## config.mk

```make
export PLATFORM = sky130hd
export DESIGN_NAME = ripple_count_monitor
export DESIGN_NICKNAME = d
export VERILOG_FILES = /design/src/rtl/ripple_count_monitor.sv
export SDC_FILE = /design/constraint.sdc
export NUM_CORES = 1
export LEC_CHECK = 0
export ABC_AREA = 1
export CELL_PAD_IN_SITES_DETAIL_PLACEMENT = 2
export CELL_PAD_IN_SITES_GLOBAL_PLACEMENT = 2
export CORE_MARGIN = 1.5
export CORE_UTILIZATION = 30
export DETAILED_ROUTE_END_ITERATION = 8
export GPL_TIMING_DRIVEN = 0
export PLACE_DENSITY_LB_ADDON = 0.1
export RECOVER_POWER = 25
export SLEW_MARGIN = 20
export SYNTH_ARGS = -nofsm -noshare
export SYNTH_HDL_FRONTEND = slang
export SYNTH_SLANG_ARGS = --single-unit
export TNS_END_PERCENT = 1
```

## constraint.sdc

```tcl
create_clock -name clk -period 2.3 [get_ports clk]
set_input_delay 0.575 -clock clk [delete_from_list [all_inputs] [get_ports clk]]
set_output_delay 0.575 -clock clk [all_outputs]
set_load 0.02 [all_outputs]
```

## src/rtl/ripple_count_monitor.sv

```systemverilog
// ripple_count_monitor: samples the free-running ripple down-counter into
// clk, rejects values that are still rippling, and publishes each settled
// count with a one-cycle strobe. Every accepted step is classified as a
// normal decrement, a 0 -> all-ones wrap, or an error.
//
// state | meaning
// ACQ   | waiting for the pipeline to refill and settle before the first accept
// TRACK | publishing settled changes and checking each one against the last value
module ripple_count_monitor #(
  parameter int WIDTH  = 6,
  parameter int WRAP_W = 8
) (
  input  logic              clk,
  input  logic              clr,
  input  logic              en,
  input  logic [WIDTH-1:0]  cnt_in,
  output logic [WIDTH-1:0]  cnt_out,
  output logic              cnt_valid,
  output logic              wrap_pulse,
  output logic [WRAP_W-1:0] wrap_count,
  output logic              step_err,
  output logic              err_sticky
);

  typedef enum logic {ACQ, TRACK} state_e;

  state_e            state_q, state_d;
  logic [WIDTH-1:0]  s1_q, s2_q, s3_q;
  logic [1:0]        fill_q, fill_d;
  logic [WIDTH-1:0]  cnt_out_q, cnt_out_d;
  logic              valid_q, valid_d;
  logic              wrap_q, wrap_d;
  logic              err_q, err_d;
  logic              sticky_q, sticky_d;
  logic [WRAP_W-1:0] wc_q, wc_d;
  logic              stable;
  logic [WIDTH-1:0]  cnt_dec;

  assign stable  = (s2_q == s3_q);
  assign cnt_dec = cnt_out_q - WIDTH'(1);

  // Synchronizer plus one extra stage: two equal samples in a row mean the ripple has settled.
  always_ff @(posedge clk or posedge clr) begin
    if (clr) begin
      s1_q <= '0;
      s2_q <= '0;
      s3_q <= '0;
    end else begin
      s1_q <= cnt_in;
      s2_q <= s1_q;
      s3_q <= s2_q;
    end
  end

  // State, fill counter, published count and status registers.
  always_ff @(posedge clk or posedge clr) begin
    if (clr) begin
      state_q   <= ACQ;
      fill_q    <= 2'd0;
      cnt_out_q <= '0;
      valid_q   <= 1'b0;
      wrap_q    <= 1'b0;
      err_q     <= 1'b0;
      sticky_q  <= 1'b0;
      wc_q      <= '0;
    end else begin
      state_q   <= state_d;
      fill_q    <= fill_d;
      cnt_out_q <= cnt_out_d;
      valid_q   <= valid_d;
      wrap_q    <= wrap_d;
      err_q     <= err_d;
      sticky_q  <= sticky_d;
      wc_q      <= wc_d;
    end
  end

  // Next-state logic: acceptance, step classification and wrap counting.
  always_comb begin
    state_d   = state_q;
    fill_d    = fill_q;
    cnt_out_d = cnt_out_q;
    valid_d   = 1'b0;
    wrap_d    = 1'b0;
    err_d     = 1'b0;
    sticky_d  = sticky_q;
    wc_d      = wc_q;

    // fill keeps the pipeline contents from before enable (zeros after clr) from being accepted
    if (!en) begin
      fill_d = 2'd0;
    end else if (state_q == ACQ && fill_q != 2'd3) begin
      fill_d = fill_q + 2'd1;
    end

    case (state_q)
      ACQ: begin
        if (en && fill_q == 2'd3 && stable) begin
          cnt_out_d = s2_q;
          valid_d   = 1'b1;
          state_d   = TRACK;
        end
      end
      TRACK: begin
        if (!en) begin
          state_d = ACQ;
        end else if (stable && s2_q != cnt_out_q) begin
          cnt_out_d = s2_q;
          valid_d   = 1'b1;
          if (cnt_out_q != '0 && s2_q == cnt_dec) begin
            // ordinary decrement, nothing to flag
          end else if (cnt_out_q == '0 && s2_q == '1) begin
            wrap_d = 1'b1;
            if (wc_q != '1) begin
              wc_d = wc_q + WRAP_W'(1);
            end
          end else begin
            err_d    = 1'b1;
            sticky_d = 1'b1;
          end
        end
      end
      default: state_d = ACQ;
    endcase
  end

  assign cnt_out    = cnt_out_q;
  assign cnt_valid  = valid_q;
  assign wrap_pulse = wrap_q;
  assign step_err   = err_q;
  assign err_sticky = sticky_q;
  assign wrap_count = wc_q;

endmodule

```

==> summary.txt, run 1 <==
Status
  • Status: finished, final reports clean

Timing
  • Clock skew: 0.00479 ns
  • Setup violators final: 0
  • Final Max Slew Viols: 0
  • Hold slack: 0.352 ns
  • Final Hold Fails: 0
  • Fmax achieved: 501 MHz
  • RSZ-0062 raised after global routing: false
  • Rel. slew slack: 0.484
  • Worst setup margin: 0.304 ns
  • Tmin final: 2.00 ns
  • Worst-Margin Slew: 0.774 ns
  • Period utilisation layout: 0.868

Clock network
  • Htree depth: 2
  • Clk buf depth: 2
  • CTS Buf Count: 5
  • Buffers inserted by post-CTS timing repair: 0
  • Post_cts resized: 0
  • Root buf cell: clkbuf_8
  • Clk Latency, worst-skew pair: 0.29 ns
  • TritonCTS clock tree: yes
  • # clock sinks: 39
  • Hold Buf Count CTS: 0
  • Reg clk slew, reported paths: 0.08 ns

Critical path
  • Crit Path Max Fanout: 7
  • WP data arrival: 1.42 ns
  • R2R depth: 12
  • CP endpoint kind: output port
  • Buf/Inv on CP: 1
  • Stages on worst setup path: 1
  • Crit path required time: 1.73 ns
  • CP Class: reg -> out
  • CP top delay family: buffers and inverters
  • R2r setup slk: 0.40 ns
  • FF-to-FF Start: cnt_out[1]$_DFFE_PP0P_
  • Crit-path cells: clkdlybuf4s50_1
  • Crit path launch type: register
  • Critical R2R Capture: wrap_count[7]$_DFFE_PP0P_
  • CP max stage delay: 0.65 ns
  • Slowest cell on the critical path: clkdlybuf4s50_1
  • Crit. Startpoint: cnt_out[2]$_DFFE_PP0P_
  • CP endpoint: cnt_out[2]

Flow run
  • Max cap viols: 0

Global route
  • GRT Overall Usage: 0.168
  • Vias in the first global route: 1,651
  • GRT overflow: 0
  • Global-route wire length before repair: 8210 um
  • Largest net degree at the start of global routing: 24
  • Antenna violations before repair: 0

Final layout
  • Finished layout cell area: 2390 um^2
  • Number of antenna diodes: 0
  • Syn-to-layout area delta: 26.5%
  • Final nets: 279
  • Fill cells: 691
  • Layout cells sized above 1: 0.0933

Power
  • Logic pwr share: 0.117
  • NetSw: 0.380 mW
  • Sequential Power Share: 0.496
  • Clock network fraction of design power: 0.387
  • P_leak: 1.24 nW
  • Switching Share: 0.249
  • Power Density: 639 nW/um^2
  • Max VDD drop: 0.423 mV
  • P_int: 1.14 mW

Yosys
  • Avg Cell Area, Syn: 8.10 um^2
  • Yosys reg bits: 39
  • Mapped Cells: 233
  • Sequential fraction of the synthesis area: 0.517
  • Netlist cell types: 25
  • Yosys warning total: 0
  • Mapped cell area: 1890 um^2
  • Syn Nets: 245

Floorplan
  • Die Ht: 82.3 um
  • Die W: 82.3 um
  • Core ar.: 5990 um^2
  • Row Count: 28
  • I/O pin count: 27
  • Effective utilization at floorplan: 0.315
  • Die area: 6770 um^2

Route
  • Residual DRC: 0
  • Routed wire length: 4910 um
  • DRT iter0 DRCs: 40
  • Wire per inst: 14.3 um
  • TritonRoute pass-1 iters: 4
  • Vias per cell: 4.80
  • Post-route ant nets: 0
  • Via count: 1,646

Min path
  • Worst min-delay path category: reg -> reg

Place
  • Post-DP HPWL: 3810 um
  • Port Buf Inserts: 26
  • Routability cong.: 0.708
  • Placed inst area: 2270 um^2
  • Place WS: 0.132 ns
## metal layers
layer | global-route usage | wire, um | up-vias
met1 | 0.216 | 2280 | 827
met3 | 0.0330 | 101 | 7
li1 | - | - | 795
met2 | 0.279 | 2450 | 17
met4 | 0.0610 | 75 | 0
met5 | 0 | 0 | -
## worst min-delay path by stage
stage | cells past startpoint | startpoint | to
2_1_floorplan | 0 | s1_q[0]$_DFF_PP0_ | s2_q[0]$_DFF_PP0_
6_report | 0 | s1_q[2]$_DFF_PP0_ | s2_q[2]$_DFF_PP0_
3_5_place_dp | 0 | s1_q[5]$_DFF_PP0_ | s2_q[5]$_DFF_PP0_
4_1_cts | 0 | s1_q[5]$_DFF_PP0_ | s2_q[5]$_DFF_PP0_
3_3_place_gp | 0 | s1_q[5]$_DFF_PP0_ | s2_q[5]$_DFF_PP0_
5_1_grt | 0 | s1_q[5]$_DFF_PP0_ | s2_q[5]$_DFF_PP0_
## cells in the final DEF (no fill, tap or decap), types with 2 or more instances in the layout
master           instances
a21oi_1                  3
clkbuf_8                 6
clkdlybuf4s50_1         19
dfrtp_1                 39
dlygate4sd3_1            7
ha_1                     3
inv_1                   25
inv_2                    5
nand2_1                 93
nand3_1                 20
nand3_4                  2
nand4_1                  8
nor2_1                  12
nor2_2                   4
xnor2_1                  4
xor2_1                   3
## power groups by stage
| stage | logic (mW) | clock network, mW | registers [mW] |
|---|---|---|---|
| global route | 0.209 | 0.642 | 0.763 |
| CTS | 0.187 | 0.612 | 0.757 |
| finish | 0.178 | 0.590 | 0.757 |
| detailed placement | 0.185 | 0 | 0.771 |
| floorplan | 0.115 | 0 | 0.765 |
| global placement | 0.172 | 0 | 0.768 |
## registers in the layout, indices dropped and copies added, names as in the netlist
signal      cells
err_sticky      1
state_q         1
cnt_valid       1
step_err        1
wrap_pulse      1
fill_q          2
s1_q            6
s3_q            6
wrap_count      8
cnt_out         6
s2_q            6
## cells in the mapped netlist
| library cell | number | area share |
|---|---|---|
| a21oi_1 | 3 | 0.0080 |
| nand3_4 | 2 | 0.019 |
| inv_2 | 5 | 0.0099 |
| and3_1 | 1 | 0.0033 |
| nand2_1 | 93 | 0.19 |
| nor2_1 | 12 | 0.024 |
| dfrtp_1 | 39 | 0.52 |
| ha_1 | 3 | 0.020 |
| nor4_1 | 1 | 0.0033 |
| nand2_2 | 1 | 0.0033 |
| inv_1 | 25 | 0.050 |
| buf_6 | 1 | 0.0060 |
| xnor2_1 | 4 | 0.019 |
| clkinv_1 | 1 | 0.0020 |
| or2_1 | 1 | 0.0033 |
| and2_1 | 1 | 0.0033 |
| nand3_2 | 1 | 0.0053 |
| nor2_2 | 4 | 0.013 |
| nor3_1 | 1 | 0.0026 |
| nand4_1 | 8 | 0.027 |
| o21ai_0 | 1 | 0.0026 |
| a21oi_2 | 1 | 0.0046 |
| xor2_1 | 3 | 0.014 |
| buf_2 | 1 | 0.0026 |
| nand3_1 | 20 | 0.053 |
## metrics by stage
stage | util | TNS, ns | power, mW | instances
final | 0.398 | 0 | 1.52 | 343
after global routing | 0.398 | 0 | 1.61 | 343
after CTS | 0.398 | 0 | 1.56 | 343
after detailed placement | 0.379 | 0 | 0.956 | 335
after global placement | 0.374 | -1.71 | 0.940 | 334
after floorplan | - | 0 | 0.880 | 233
## cells by family (layout without fill, tap and decap cells)
family | count (synthesis) | count (layout) | share of synthesized area
fa+ha+maj | 3 | 3 | 0.0199
flops | 39 | 39 | 0.517
buf+inv | 33 | 68 | 0.0703
compound gates | 5 | 5 | 0.0152
simple gates | 146 | 146 | 0.345
xor+xnor | 7 | 7 | 0.0325
## layout make-up
class                   count  area (um^2)  share of cell area
plain buffers               2         16.3             0.00682
clock buffers               6         82.6              0.0346
clock inverters             2         35.0              0.0147
inverters                  31          116              0.0488
multi-input cells         161          778               0.326
flip-flops and latches     39          976               0.409
well taps                  75         93.8              0.0393
repair buffers             27          288               0.121
Note: power is estimated with default switching activity, not from simulation.
==> run 2: changes to the inputs <==
--- a/config.mk
+++ b/config.mk
@@ -9,7 +9,7 @@
 export CELL_PAD_IN_SITES_DETAIL_PLACEMENT = 2
 export CELL_PAD_IN_SITES_GLOBAL_PLACEMENT = 2
 export CORE_MARGIN = 1.5
-export CORE_UTILIZATION = 30
+export CORE_UTILIZATION = 28
 export DETAILED_ROUTE_END_ITERATION = 8
 export GPL_TIMING_DRIVEN = 0
 export PLACE_DENSITY_LB_ADDON = 0.1
==> constraint.sdc (replaced) <==
create_clock -name clk -period 1.6 [get_ports clk]
set_input_delay 0.4 -clock clk [delete_from_list [all_inputs] [get_ports clk]]
set_output_delay 0.4 -clock clk [all_outputs]
set_load 0.02 [all_outputs]
==> summary.txt, run 2 (synthesis gave the netlist of run 1 again) <==
Status
  • Failing checks: DRC, setup timing
  • Status: finished, violations left

Timing
  • RSZ-0062 raised after global routing: true
  • Final Hold Fails: 0 (unchanged)
  • Setup TNS: -0.726 ns (-0.726 ns)
  • Setup violators final: 10 (+10)
  • Worst setup margin: -0.0952 ns (-0.399 ns)
  • Tmin final: 1.70 ns
  • Fmax achieved: 590 MHz
  • Final Max Slew Viols: 0 (unchanged)
  • Period utilisation layout: 1.06
  • Worst-Margin Slew: 0.284 ns (-0.489 ns)
  • Clock skew: 0.00174 ns (-0.00305 ns)
  • Rel. slew slack: 0.810 (+0.327)

Final layout
  • Syn-to-layout area delta: 35.3%
  • Most frequent cells in the layout: nand2_1 (91), dfrtp_1 (27), inv_1 (21)
  • Final cell count without fillers: 357 (+4.1%)
  • Final nets: 291 (+4.3%)
  • Max FFs per register: 8 (unchanged)
  • Fill cells: 751 (+8.7%)
  • Layout cells sized above 1: 0.221 (+0.128)
  • Commonest non-fill, non-tap cell in the layout: nand2_1
  • Finished layout cell area: 2550 um^2 (+7.0%)
  • Number of antenna diodes: 0 (unchanged)

Clock network
  • # clock sinks: 39 (unchanged)
  • CTS Buf Count: 5 (unchanged)
  • Root buf cell: clkbuf_8
  • Htree depth: 2 (unchanged)
  • Clk buf depth: 2 (unchanged)
  • Clk Latency, worst-skew pair: 0.29 ns (about the same)
  • Reg clk slew, reported paths: 0.07 ns (about the same)
  • TritonCTS clock tree: yes

Power
  • Power Density: 874 nW/um^2 (+37%)
  • P_leak: 1.36 nW (+9.3%)
  • Max VDD drop: 0.525 mV (+24%)

Min path
  • Worst min-delay path category: reg -> reg

Critical path
  • Slowest cell on the critical path: dfrtp_2
  • Crit. Startpoint: cnt_out[0]$_DFFE_PP0P_
  • Crit path required time: 1.83 ns (+0.10 ns)
  • Crit Path Max Fanout: 8 (+1)
  • CP top delay family: simple AND/OR/NAND/NOR gates
  • Crit path launch type: register
  • CP max stage delay: 0.42 ns (-0.23 ns)
  • WP data arrival: 1.93 ns (+0.51 ns)
  • R2r setup slk: -0.1 ns (-0.50 ns)
  • Buf/Inv on CP: 2 (+1)
  • Most frequent CP cell: nand2_1
  • CP Class: reg -> reg
  • Critical R2R Capture: wrap_count[4]$_DFFE_PP0P_
  • Crit-path cells: inv_4 -> ha_4 -> inv_2 -> nand2_1 -> nand2_1 -> nor2_2 -> nand2_2 -> nor2_4 -> nand3_4 -> nand3_4 -> nand2_1 -> nand2_1
  • CP endpoint: wrap_count[4]$_DFFE_PP0P_
  • FF-to-FF Start: cnt_out[0]$_DFFE_PP0P_
  • Stages on worst setup path: 12 (+11)
  • CP endpoint kind: register
  • R2R depth: 12 (unchanged)

Route
  • Via count: 1,672 (+1.6%)
  • Wire per inst: 14.5 um (+1.2%)
  • TritonRoute pass-1 iters: 6 (+2)
  • Post-route ant nets: 0 (unchanged)
  • DRT iter0 DRCs: 58 (+45%)
  • Vias per cell: 4.68 (-2.4%)
  • Residual DRC: 2 (+2)
  • Routed wire length: 5170 um (+5.3%)

Floorplan
  • Die W: 85.1 um (+3.4%)
  • Row Count: 29 (+3.6%)
  • Core ar.: 6420 um^2 (+7.2%)
  • Effective utilization at floorplan: 0.294 (-0.0212)
  • I/O pin count: 27 (unchanged)
  • Die Ht: 85.1 um (+3.4%)
  • Die area: 7240 um^2 (+6.9%)

Place
  • Post-DP HPWL: 3760 um (-1.2%)
  • Port Buf Inserts: 26 (unchanged)
  • Routability cong.: 0.695 (-1.9%)
  • Cell Count Post-Placement: 337 (+0.60%)
  • Placed inst area: 2270 um^2 (+0.11%)
  • Place WS: -0.429 ns (-0.561 ns)

Global route
  • Antenna violations before repair: 0 (unchanged)
  • Largest net degree at the start of global routing: 29 (+21%)
  • Global-route wire length before repair: 8730 um (+6.3%)
  • GRT overflow: 0 (unchanged)
  • Vias in the first global route: 1,767 (+7.0%)
  • GRT Overall Usage: 0.158 (-0.0101)

Flow run
  • Max cap viols: 0 (unchanged)
## run 2: repair_timing
item,CTS,global route
endpoints found under the setup margin,35,21
hold buffers,0,0
buffers inserted,5,6
gates cloned,1,0
pin swaps,5,1
resized for setup,34,12
## run 2: how the worst min path moves through the flow
stage                                 start                 to  slack [ns]  depth (start not counted)
final                     s1_q[1]$_DFF_PP0_  s2_q[1]$_DFF_PP0_        0.35                          0
after global routing      s1_q[5]$_DFF_PP0_  s2_q[5]$_DFF_PP0_        0.36                          0
after CTS                 s1_q[4]$_DFF_PP0_  s2_q[4]$_DFF_PP0_        0.35                          0
after detailed placement  s1_q[1]$_DFF_PP0_  s2_q[1]$_DFF_PP0_        0.34                          0
after global placement    s1_q[2]$_DFF_PP0_  s2_q[2]$_DFF_PP0_        0.33                          0
after floorplan           s1_q[0]$_DFF_PP0_  s2_q[0]$_DFF_PP0_        0.33                          0
## run 2: stage by stage
step	utilization	hold slack [ns]	total power, mW
final	0.397	0.350	2.23
after global routing	0.397	0.362	2.36
after CTS	0.383	0.353	2.27
after detailed placement	0.354	0.336	1.38
after global placement	0.350	0.332	1.36
after floorplan	-	0.331	1.27
## run 2: where the power goes
group	switching (mW)	internal, mW	total, mW
sequential	0.0495	1.04	1.09
combinational	0.179	0.123	0.302
clock	0.335	0.504	0.840
## run 2: final cells by class
type | count | area, um^2 | share of cell area
Buffer | 2 | 22.5 | 0.00882
Clock buffer | 6 | 82.6 | 0.0324
Clock inverter | 2 | 35.0 | 0.0137
Inverter | 31 | 121 | 0.0475
Multi-Input combinational cell | 162 | 851 | 0.333
Sequential cell | 39 | 991 | 0.388
Tap cell | 77 | 96.3 | 0.0377
Timing Repair Buffer | 38 | 353 | 0.138
## run 2: layer usage
| layer | GRT usage | share of wire |
|---|---|---|
| met4 | 0.0537 | 0.014 |
| met3 | 0.0302 | 0.023 |
| met5 | 0 | 0 |
| met1 | 0.210 | 0.47 |
| met2 | 0.258 | 0.50 |
